File: config.mk
export PLATFORM = sky130hd
export DESIGN_NAME = serial_frame_receiver
export DESIGN_NICKNAME = d
export VERILOG_FILES = /design/src/rtl/serial_frame_receiver.sv
export SDC_FILE = /design/constraint.sdc
export NUM_CORES = 1
export LEC_CHECK = 0
export ABC_AREA = 1
export CORE_ASPECT_RATIO = 1.75
export CORE_MARGIN = 3
export CORE_UTILIZATION = 30
export CTS_BUF_LIST = sky130_fd_sc_hd__clkbuf_4
export DETAILED_ROUTE_END_ITERATION = 7
export HOLD_SLACK_MARGIN = 0.08
export SLEW_MARGIN = 5
export SYNTH_ARGS = -nofsm -noshare
export SYNTH_HDL_FRONTEND = slang
export SYNTH_SLANG_ARGS = --single-unit
File: constraint.sdc
create_clock -name clk -period 1.6 [get_ports clk]
set_input_delay 0.48 -clock clk [delete_from_list [all_inputs] [get_ports clk]]
set_output_delay 0.48 -clock clk [all_outputs]
set_load 0.005 [all_outputs]
File: src/rtl/serial_frame_receiver.sv
// Serial frame receiver: hunts a 1-bit stream for a sync word, then deserializes
// FRAME_LEN MSB-first words into a single holding register with valid/ready.
module serial_frame_receiver #(
    parameter int                DATA_W    = 8,
    parameter int                SYNC_W    = 8,
    parameter logic [SYNC_W-1:0] SYNC_WORD = 8'hA5,
    parameter int                FRAME_LEN = 4
) (
    input  logic              clk,
    input  logic              reset,
    input  logic              sin,
    output logic [DATA_W-1:0] data_out,
    output logic              data_valid,
    input  logic              data_ready,
    output logic              sync_locked,
    output logic              frame_done,
    output logic              overflow
);
    localparam int BIT_W  = (DATA_W > 1) ? $clog2(DATA_W) : 1;
    localparam int WORD_W = (FRAME_LEN > 1) ? $clog2(FRAME_LEN) : 1;
    localparam int HUNT_W = $clog2(SYNC_W + 1);

    typedef enum logic {HUNT, DATA} state_t;

    state_t              state_reg, state_next;
    logic [SYNC_W-1:0]   shift_reg, shift_next;
    logic [HUNT_W-1:0]   hunt_cnt_reg, hunt_cnt_next, hunt_cnt_inc;
    logic [BIT_W-1:0]    bit_cnt_reg, bit_cnt_next;
    logic [WORD_W-1:0]   word_cnt_reg, word_cnt_next;
    logic [DATA_W-1:0]   data_out_reg, data_out_next;
    logic                data_valid_reg, data_valid_next;
    logic                sync_locked_reg, sync_locked_next;
    logic                frame_done_reg, frame_done_next;
    logic                overflow_reg, overflow_next;
    logic                match, word_done, last_word, load;

    always_ff @(posedge clk) begin
        if (reset) begin
            state_reg       <= HUNT;
            shift_reg       <= '0;
            hunt_cnt_reg    <= '0;
            bit_cnt_reg     <= '0;
            word_cnt_reg    <= '0;
            data_out_reg    <= '0;
            data_valid_reg  <= 1'b0;
            sync_locked_reg <= 1'b0;
            frame_done_reg  <= 1'b0;
            overflow_reg    <= 1'b0;
        end else begin
            state_reg       <= state_next;
            shift_reg       <= shift_next;
            hunt_cnt_reg    <= hunt_cnt_next;
            bit_cnt_reg     <= bit_cnt_next;
            word_cnt_reg    <= word_cnt_next;
            data_out_reg    <= data_out_next;
            data_valid_reg  <= data_valid_next;
            sync_locked_reg <= sync_locked_next;
            frame_done_reg  <= frame_done_next;
            overflow_reg    <= overflow_next;
        end
    end

    // The hunt counter gate keeps cleared or stale shift bits from ever matching.
    always_comb begin
        shift_next   = {shift_reg[SYNC_W-2:0], sin};
        hunt_cnt_inc = (hunt_cnt_reg == HUNT_W'(SYNC_W)) ? hunt_cnt_reg
                                                          : hunt_cnt_reg + HUNT_W'(1);
        match        = (hunt_cnt_inc == HUNT_W'(SYNC_W)) && (shift_next == SYNC_WORD);
        word_done    = (bit_cnt_reg == BIT_W'(DATA_W - 1));
        last_word    = word_done && (word_cnt_reg == WORD_W'(FRAME_LEN - 1));
        state_next   = state_reg;
        case (state_reg)
            HUNT:    if (match)     state_next = DATA;
            DATA:    if (last_word) state_next = HUNT;
            default: state_next = HUNT;
        endcase
    end

    always_comb begin
        hunt_cnt_next    = hunt_cnt_reg;
        bit_cnt_next     = bit_cnt_reg;
        word_cnt_next    = word_cnt_reg;
        data_out_next    = data_out_reg;
        data_valid_next  = data_valid_reg && !data_ready;
        frame_done_next  = 1'b0;
        overflow_next    = overflow_reg;
        load             = 1'b0;
        sync_locked_next = (state_next == DATA);
        case (state_reg)
            HUNT: begin
                hunt_cnt_next = match ? '0 : hunt_cnt_inc;
                bit_cnt_next  = '0;
                word_cnt_next = '0;
            end
            DATA: begin
                bit_cnt_next = word_done ? '0 : bit_cnt_reg + BIT_W'(1);
                if (word_done) begin
                    load          = !data_valid_reg || data_ready;
                    word_cnt_next = last_word ? '0 : word_cnt_reg + WORD_W'(1);
                    if (load) begin
                        data_out_next   = shift_next[DATA_W-1:0];
                        data_valid_next = 1'b1;
                    end else begin
                        overflow_next = 1'b1;
                    end
                    if (last_word) begin
                        frame_done_next = 1'b1;
                        hunt_cnt_next   = '0;
                    end
                end
            end
            default: ;
        endcase
    end

    assign data_out    = data_out_reg;
    assign data_valid  = data_valid_reg;
    assign sync_locked = sync_locked_reg;
    assign frame_done  = frame_done_reg;
    assign overflow    = overflow_reg;
endmodule
# [Yosys cells after proc, flatten, opt, wreduce, memory -nomap -nowiden]
# Index checks and enable logic that the tools add are counted.
[word_totals] output_inout_bits=12 register_bits=28
[classes] bitwise_logic=3 mux=17 addsub=3 reduce_logical=10 eq_ne=7
[op_table] operator="$mux W4" count=4
[op_table] operator="$eq A4 B4 Y1 const B" count=2
[op_table] operator="$eq A8 B8 Y1 const B" count=1
[op_table] operator="$pmux W4 S2" count=1
[op_table] operator="$mux W1" count=6
[op_table] operator="$pmux W3 S2" count=1
[op_table] operator="$reduce_and A3 Y1" count=2
[op_table] operator="$add A4 B1 Y4 const B" count=1
[op_table] operator="$mux W2" count=2
[op_table] operator="$ne A2 B1 Y1 const B" count=2
[op_table] operator="$pmux W2 S2" count=1
[op_table] operator="$add A3 B1 Y3 const B" count=1
[op_table] operator="$eq A3 B3 Y1 const B" count=1
[op_table] operator="$logic_and A1 B1 Y1" count=3
[op_table] operator="$mux W3" count=1
[op_table] operator="$not A1 Y1" count=3
[op_table] operator="$reduce_or A3 Y1" count=1
[op_table] operator="$add A2 B1 Y2 const B" count=1
[op_table] operator="$eq A2 B2 Y1 const B" count=1
[op_table] operator="$logic_not A1 Y1" count=2
[op_table] operator="$pmux W1 S2" count=1
[op_table] operator="$reduce_and A2 Y1" count=1
[op_table] operator="$logic_or A1 B1 Y1" count=1

# [Longest topological paths before layout]
# Gate-level depths: netlist of the first run.
[depth] word_depth=6 depth_mapped=9 depth_no_buf=9

# [Worst setup path before layout of the first run]
# OpenSTA, ideal clock, no wires.
[synth_timing] path_type="reg2reg" startpoint="register bit_cnt_reg[0]" endpoint="register data_out_reg[5], in the netlist data_out[5]" slack_ns=0.277 arrival_time_ns=1.244 required_ns=1.520 synth_period_minus_slack_ns=1.323 n_path_buf=1 path_stages_with_launch=8 cell_sequence="dfxtp_1 > ha_1 > ha_1 > nand2_2 > nor2_4 > buf_8 > nor2_2 > a211oi_2"
[synth_between] elab_chain_cells=2
[synth_lines] item="from (decl)" line="28" source="logic [BIT_W-1:0] bit_cnt_reg, bit_cnt_next;"
[synth_lines] item="from (signal assigned)" line="53" source="bit_cnt_reg <= bit_cnt_next;"
[synth_lines] item="$eq A3 B3 Y1" line="69" source="word_done = (bit_cnt_reg == BIT_W'(DATA_W - 1));"
[synth_lines] item="$reduce_and A3 Y1 (no source line)"
[synth_lines] item="to (signal assigned)" line="55" source="data_out_reg <= data_out_next;"
[synth_lines] item="to (decl)" line="30" source="logic [DATA_W-1:0] data_out_reg, data_out_next;"
# Every way passes these cells.
# A chain may end at the register's enable or synchronous reset.

# [Worst setup path after layout of the first run]
[layout_timing] startpoint="register bit_cnt_reg[0]" endpoint="register data_out_reg[0], in the netlist data_out[0]"
# The elaborated chain is that of the path after synthesis.

==> impl_metrics.py, run 1 <==
metrics = {
    "cts": {
        "path_clk_slew_ns": 0.14,
        "cts_sinks": 28,
        "cts_hold_buf": 0,
        "clock_path_buffers": 2,
        "cts-root-buf": "clkbuf_4",
        "clk_latency_ns": 0.32,
        "cts-buffers-inserted": 3,
        "htreeDepth": 1,
        "cts_tree": "built",
    },
    "worst_setup_path": {
        "critPathMostFrequentCell": "ha_1",
        "cp_slowest_cell": "dfxtp_1",
        "critPathMaxStageDelay_ns": 0.36,
        "worstPathRequired_ns": 1.85,
        "r2r_cells": 7,
        "worst_r2r_endpoint": "data_out[0]",
        "rr_startpoint": "bit_cnt_reg[0]",
        "path_cells": "ha_1, ha_1, nand2_2, nor2_4, buf_12, nor2_1, a211oi_1",
        "r2r_setup_slack_ns": 0.14,
        "crit_type": "reg -> reg",
        "worst_setup_path_end_kind": "flip-flop",
        "worstPathArrival_ns": 1.71,
        "crit_fanout": 15,
        "start_kind": "flip-flop",
    },
    "synth": {
        "synthCells": 137,
        "avgSynthCellArea_um2": 8.17,
        "synth.area.top_cells": "dfxtp_1 50%, nor2_1 8.7%, nand2_1 8.0%, inv_1 6.7%, ha_1 5.6%",
        "post-synth-top-area-cell": "dfxtp_1",
        "synthDistinctLibCells": 19,
        "syn_area_um2": 1120,
        "syn_nets": 146,
        "async_reset_ff_share_pct": 0,
        "yosys_warnings": 0,
        "netlist_top_cells_count": "28 x dfxtp_1, 26 x nor2_1, 24 x nand2_1",
        "ys_seq_area_share_pct": 50.1,
        "yosysTopAreaCellShare_pct": 50.1,
        "synth_edf_count": 0,
        "synthFlopType": "dfxtp_1",
        "yosysMostFrequentCell": "dfxtp_1",
        "synth_seq_cells": 28,
    },
    "drt": {
        "dr.first_iter.drc_count": 23,
        "routed_wl_um": 2050,
        "drcViolationCount": 0,
        "routed-via-count": 909,
        "ant_nets": 0,
        "via_per_inst": 4.46,
        "wl_per_cell_um": 10.1,
        "firstDrtPassIters": 4,
    },
    "final_layout": {
        "utilization_pct": 40.7,
        "num-fill-cells": 347,
        "postLayoutCellArea_um2": 1410,
        "syn_to_final_growth_pct": 26.1,
        "multiInputGateArea_um2": 462,
        "final_net_count": 169,
        "final-seq-area_um2": 574,
        "antennaDiodeCount": 0,
        "instances_no_fill": 204,
        "largest_reg_flops": 8,
        "drive_above_1_share_pct": 18.9,
    },
    "floorplanning": {
        "die_y_um": 86.8,
        "core_region_area_um2": 3470,
        "initial_core_util_pct": 32.3,
        "die-width_um": 52.2,
        "die-area_um2": 4530,
        "rows": 28,
        "ios": 16,
    },
    "worst_hold_path": {
        "hp-class": "reg -> reg",
        "worstHoldEndpoint": "bit_cnt_reg[0]",
        "whs_path_depth": 1,
        "hold_start": "bit_cnt_reg[0]",
    },
    "sta": {
        "finalSetupViolCount": 0,
        "rsz0062_at_grt": "no",
        "hold_viol_final": 0,
        "tightestPinTransition_ns": 0.219,
        "min_period_over_period_pct": 91.5,
        "fmax_mhz": 683,
        "slew_headroom_pct": 85.4,
        "setup_ws_ns": 0.136,
        "holdWs_ns": 0.434,
        "fin_crit_ns": 1.46,
        "slew_viol_final": 0,
        "finClkSkew_ns": 0.00245,
        "timing.setup.tns_ns": 0,
    },
    "job": {
        "maxCapViolCount": 0,
    },
    "grt": {
        "grt_start_max_net_pins": 17,
        "grt_pass1_vias": 849,
        "overflow": 0,
        "grt_pass1_wl_um": 3550,
        "grt_usage_pct": 10.2,
        "antenna_found_initial": 0,
    },
    "placed_design": {
        "dp.cells": 198,
        "place_ws_ns": 0.000617,
        "gp_congestion": 0.722,
        "numPortBuffers": 15,
        "dp_hpwl_um": 1540,
        "place_area_um2": 1350,
    },
    "status": {
        "status": "finished clean",
    },
    "power": {
        "ir_drop_uv": 501,
        "p_per_area_nw_per_um2": 871,
        "leakagePower_nw": 0.622,
        "finalPower_mw": 1.23,
    },
}
how the worst max path moves through the flow:
stage / endpoint / from / cells past startpoint / slack, ns
2_1_floorplan: data_out[5] / bit_cnt_reg[0] / 7 / 0.28
3_3_place_gp: hunt_cnt_reg[3] / sin / 8 / 0.02
3_5_place_dp: hunt_cnt_reg[3] / sin / 8 / 0.0006
4_1_cts: data_out[3] / bit_cnt_reg[0] / 7 / 0.11
5_1_grt: data_out[0] / bit_cnt_reg[0] / 7 / 0.02
6_report: data_out[0] / bit_cnt_reg[0] / 7 / 0.14
metal layers:
layer	GRT usage [%]	part of all wire, %
met3	1.38	4.1
met1	11.7	43
met4	5.58	2.1
met2	17.8	50
met5	0	0
where the power goes:
group	switching, mW	total (mW)	internal, mW
logic	0.0351	0.0595	0.0244
registers	0.0101	0.718	0.708
clock network	0.200	0.453	0.253
total	0.245	1.23	0.986
layout make-up:
| class | count | area share [%] |
|---|---|---|
| clock buffers | 3 | 1.59 |
| well taps | 45 | 3.99 |
| inverters | 20 | 5.31 |
| repair buffers | 21 | 13.6 |
| flip-flops and latches | 28 | 40.7 |
| clock inverters | 1 | 2.13 |
| multi-input cells | 86 | 32.7 |
placed cells by master (no fill, tap or decap):
cell type	instances
nor2_1	26
nand2_1	24
inv_1	20
dfxtp_1	17
dlygate4sd2_1	12
dfxtp_2	11
a21oi_1	7
nand3_1	5
a211oi_1	5
ha_1	5
buf_4	5
nand4_1	3
clkbuf_4	3
clkdlybuf4s50_1	3
nand2_2	2
nor2_4	2
nor2_2	2
a211oi_2	2
o21ai_0	1
a21oi_2	1
xnor2_1	1
bufinv_16	1
buf_12	1
critical path: cells and delay by family (launching register included):
| kind | cells | cell delay [ns] |
|---|---|---|
| AOI/OAI and AO/OA | 1 | 0.16 |
| adders and majority gates | 2 | 0.41 |
| buffers and inverters | 1 | 0.15 |
| DFF | 1 | 0.36 |
| and+or+nand+nor | 3 | 0.31 |
cells by family after synthesis:
family	synth area share, %
simple gates	24.9
flops	50.1
buf+inv	8.71
compound gates	9.94
fa+ha+maj	5.59
xor+xnor	0.782
what timing repair did:
| action | in CTS | in global routing |
|---|---|---|
| buffers inserted | 2 | 0 |
| endpoints found under the setup margin | 12 | 0 |
| resized for setup | 23 | 0 |
Power figures use the tool's default switching activity.
==> inputs of run 2 (changes only) <==
--- a/config.mk
+++ b/config.mk
@@ -10,6 +10,7 @@
 export CORE_MARGIN = 3
 export CORE_UTILIZATION = 30
 export CTS_BUF_LIST = sky130_fd_sc_hd__clkbuf_4
+export CTS_CLUSTER_SIZE = 28
 export DETAILED_ROUTE_END_ITERATION = 7
 export HOLD_SLACK_MARGIN = 0.08
 export SLEW_MARGIN = 5
==> results of run 2 <==
No change in the layout: final DEF, timing and power equal those of run 1.
==> inputs of run 3 (changes only) <==
--- a/config.mk
+++ b/config.mk
@@ -10,10 +10,9 @@
 export CORE_MARGIN = 3
 export CORE_UTILIZATION = 30
 export CTS_BUF_LIST = sky130_fd_sc_hd__clkbuf_4
-export CTS_CLUSTER_SIZE = 28
 export DETAILED_ROUTE_END_ITERATION = 7
 export HOLD_SLACK_MARGIN = 0.08
-export SLEW_MARGIN = 5
+export SKIP_CTS_REPAIR_TIMING = 1
 export SYNTH_ARGS = -nofsm -noshare
 export SYNTH_HDL_FRONTEND = slang
 export SYNTH_SLANG_ARGS = --single-unit
==> impl_metrics.py, run 3 (synthesized netlist as in run 1, its figures left out) <==
metrics = {
    "sta": {
        "holdWs_ns": 0.434,
        "slew_headroom_pct": 85.4,
        "finalSetupViolCount": 0,
        "min_period_over_period_pct": 91.4,
        "tightestPinTransition_ns": 0.219,
        "rsz0062_at_grt": "no",
        "fin_crit_ns": 1.46,
        "timing.setup.tns_ns": 0,
        "slew_viol_final": 0,
        "hold_viol_final": 0,
        "finClkSkew_ns": 0.00362,
        "fmax_mhz": 684,
    },
    "cts": {
        "cts_sinks": 28,
        "cts-root-buf": "clkbuf_4",
        "htreeDepth": 1,
        "path_clk_slew_ns": 0.14,
        "clk_latency_ns": 0.33,
        "clock_path_buffers": 2,
        "cts-buffers-inserted": 3,
        "cts_tree": "built",
    },
    "worst_setup_path": {
        "r2r_setup_slack_ns": 0.14,
        "r2r_cells": 7,
        "rr_startpoint": "bit_cnt_reg[0]",
        "crit_fanout": 15,
        "worstPathArrival_ns": 1.71,
        "start_kind": "flip-flop",
        "crit_start": "bit_cnt_reg[0]",
        "worst_r2r_endpoint": "data_out[0]",
        "crit_type": "reg -> reg",
        "worst_setup_path_end_kind": "flip-flop",
        "critPathCapture": "data_out[0]",
        "worstPathRequired_ns": 1.85,
    },
    "floorplanning": {
        "die_y_um": 86.8,
        "rows": 28,
        "die-width_um": 52.2,
        "initial_core_util_pct": 32.3,
        "core_region_area_um2": 3470,
        "die-area_um2": 4530,
        "ios": 16,
    },
    "drt": {
        "wl_per_cell_um": 10.1,
        "via_per_inst": 4.43,
        "dr.first_iter.drc_count": 16,
        "drcViolationCount": 0,
        "firstDrtPassIters": 4,
        "routed-via-count": 903,
        "ant_nets": 0,
        "routed_wl_um": 2070,
    },
    "worst_hold_path": {
        "hp-class": "reg -> reg",
    },
    "power": {
        "leakagePower_nw": 0.789,
        "ir_drop_uv": 500,
        "p_per_area_nw_per_um2": 843,
    },
    "final_layout": {
        "postLayoutCellArea_um2": 1460,
        "drive_above_1_share_pct": 19.5,
        "mostFrequentLayoutCells": "26 x nor2_1, 24 x nand2_1, 20 x inv_1",
        "final_net_count": 169,
        "syn_to_final_growth_pct": 30.3,
        "antennaDiodeCount": 0,
        "final_common_cell": "nor2_1",
        "instances_no_fill": 204,
        "largest_reg_flops": 8,
    },
    "grt": {
        "antenna_found_initial": 0,
        "grt_pass1_vias": 844,
        "grt_usage_pct": 10.2,
        "grt_pass1_wl_um": 3500,
        "overflow": 0,
        "grt_start_max_net_pins": 17,
    },
    "placed_design": {
        "dp.cells": 198,
        "numPortBuffers": 15,
        "place_area_um2": 1350,
        "gp_congestion": 0.722,
        "dp_hpwl_um": 1540,
    },
    "job": {
        "maxCapViolCount": 0,
    },
    "status": {
        "status": "finished clean",
    },
}
run 3: per-stage QoR:
step | util [%] | total power [mW] | setup WS (ns)
after floorplan | - | 0.769 | 0.277
after global placement | 38.8 | 0.790 | 0.0226
after detailed placement | 38.8 | 0.793 | 0.000617
after CTS | 40.3 | 1.25 | -0.115
after global routing | 42.1 | 1.28 | 0.0220
final | 42.1 | 1.23 | 0.138
run 3: area by class of cell:
cell class              instances  area [µm²]
well taps                      45        56.3
multi-input cells              86         462
clock buffers                   3        22.5
repair buffers                 21         238
fillers                       333        2010
clock inverters                 1        30.0
inverters                      20        75.1
flip-flops and latches         28         576
run 3: critical path, cell delays in order, from the launching register on:
cell and delay [ns]:
dfxtp_1 0.36, ha_1 0.15, ha_1 0.26, nand2_2 0.13, nor2_4 0.14, buf_12 0.15
nor2_1 0.04, a211oi_1 0.16
run 3: how the worst min path moves through the flow:
stage	cells after the start	start	slack (ns)	endpoint
detailed placement	1	bit_cnt_reg[0]	0.42	bit_cnt_reg[0]
global route	1	bit_cnt_reg[0]	0.46	bit_cnt_reg[0]
global placement	1	bit_cnt_reg[0]	0.41	bit_cnt_reg[0]
finish	1	bit_cnt_reg[0]	0.43	bit_cnt_reg[0]
floorplan	1	bit_cnt_reg[0]	0.40	bit_cnt_reg[0]
CTS	1	bit_cnt_reg[0]	0.44	bit_cnt_reg[0]
run 3: power by group:
group | internal [mW] | switching, mW
combinational | 0.0244 | 0.0350
sequential | 0.708 | 0.0100
clock | 0.253 | 0.200
total | 0.986 | 0.245
run 3: layer usage:
layer | vias to the layer above | global-route usage [%] | wire, µm
met4 | 0 | 5.58 | 44
li1 | 476 | - | -
met2 | 18 | 17.9 | 1080
met1 | 405 | 11.3 | 858
met3 | 4 | 1.38 | 88
met5 | - | 0 | 0
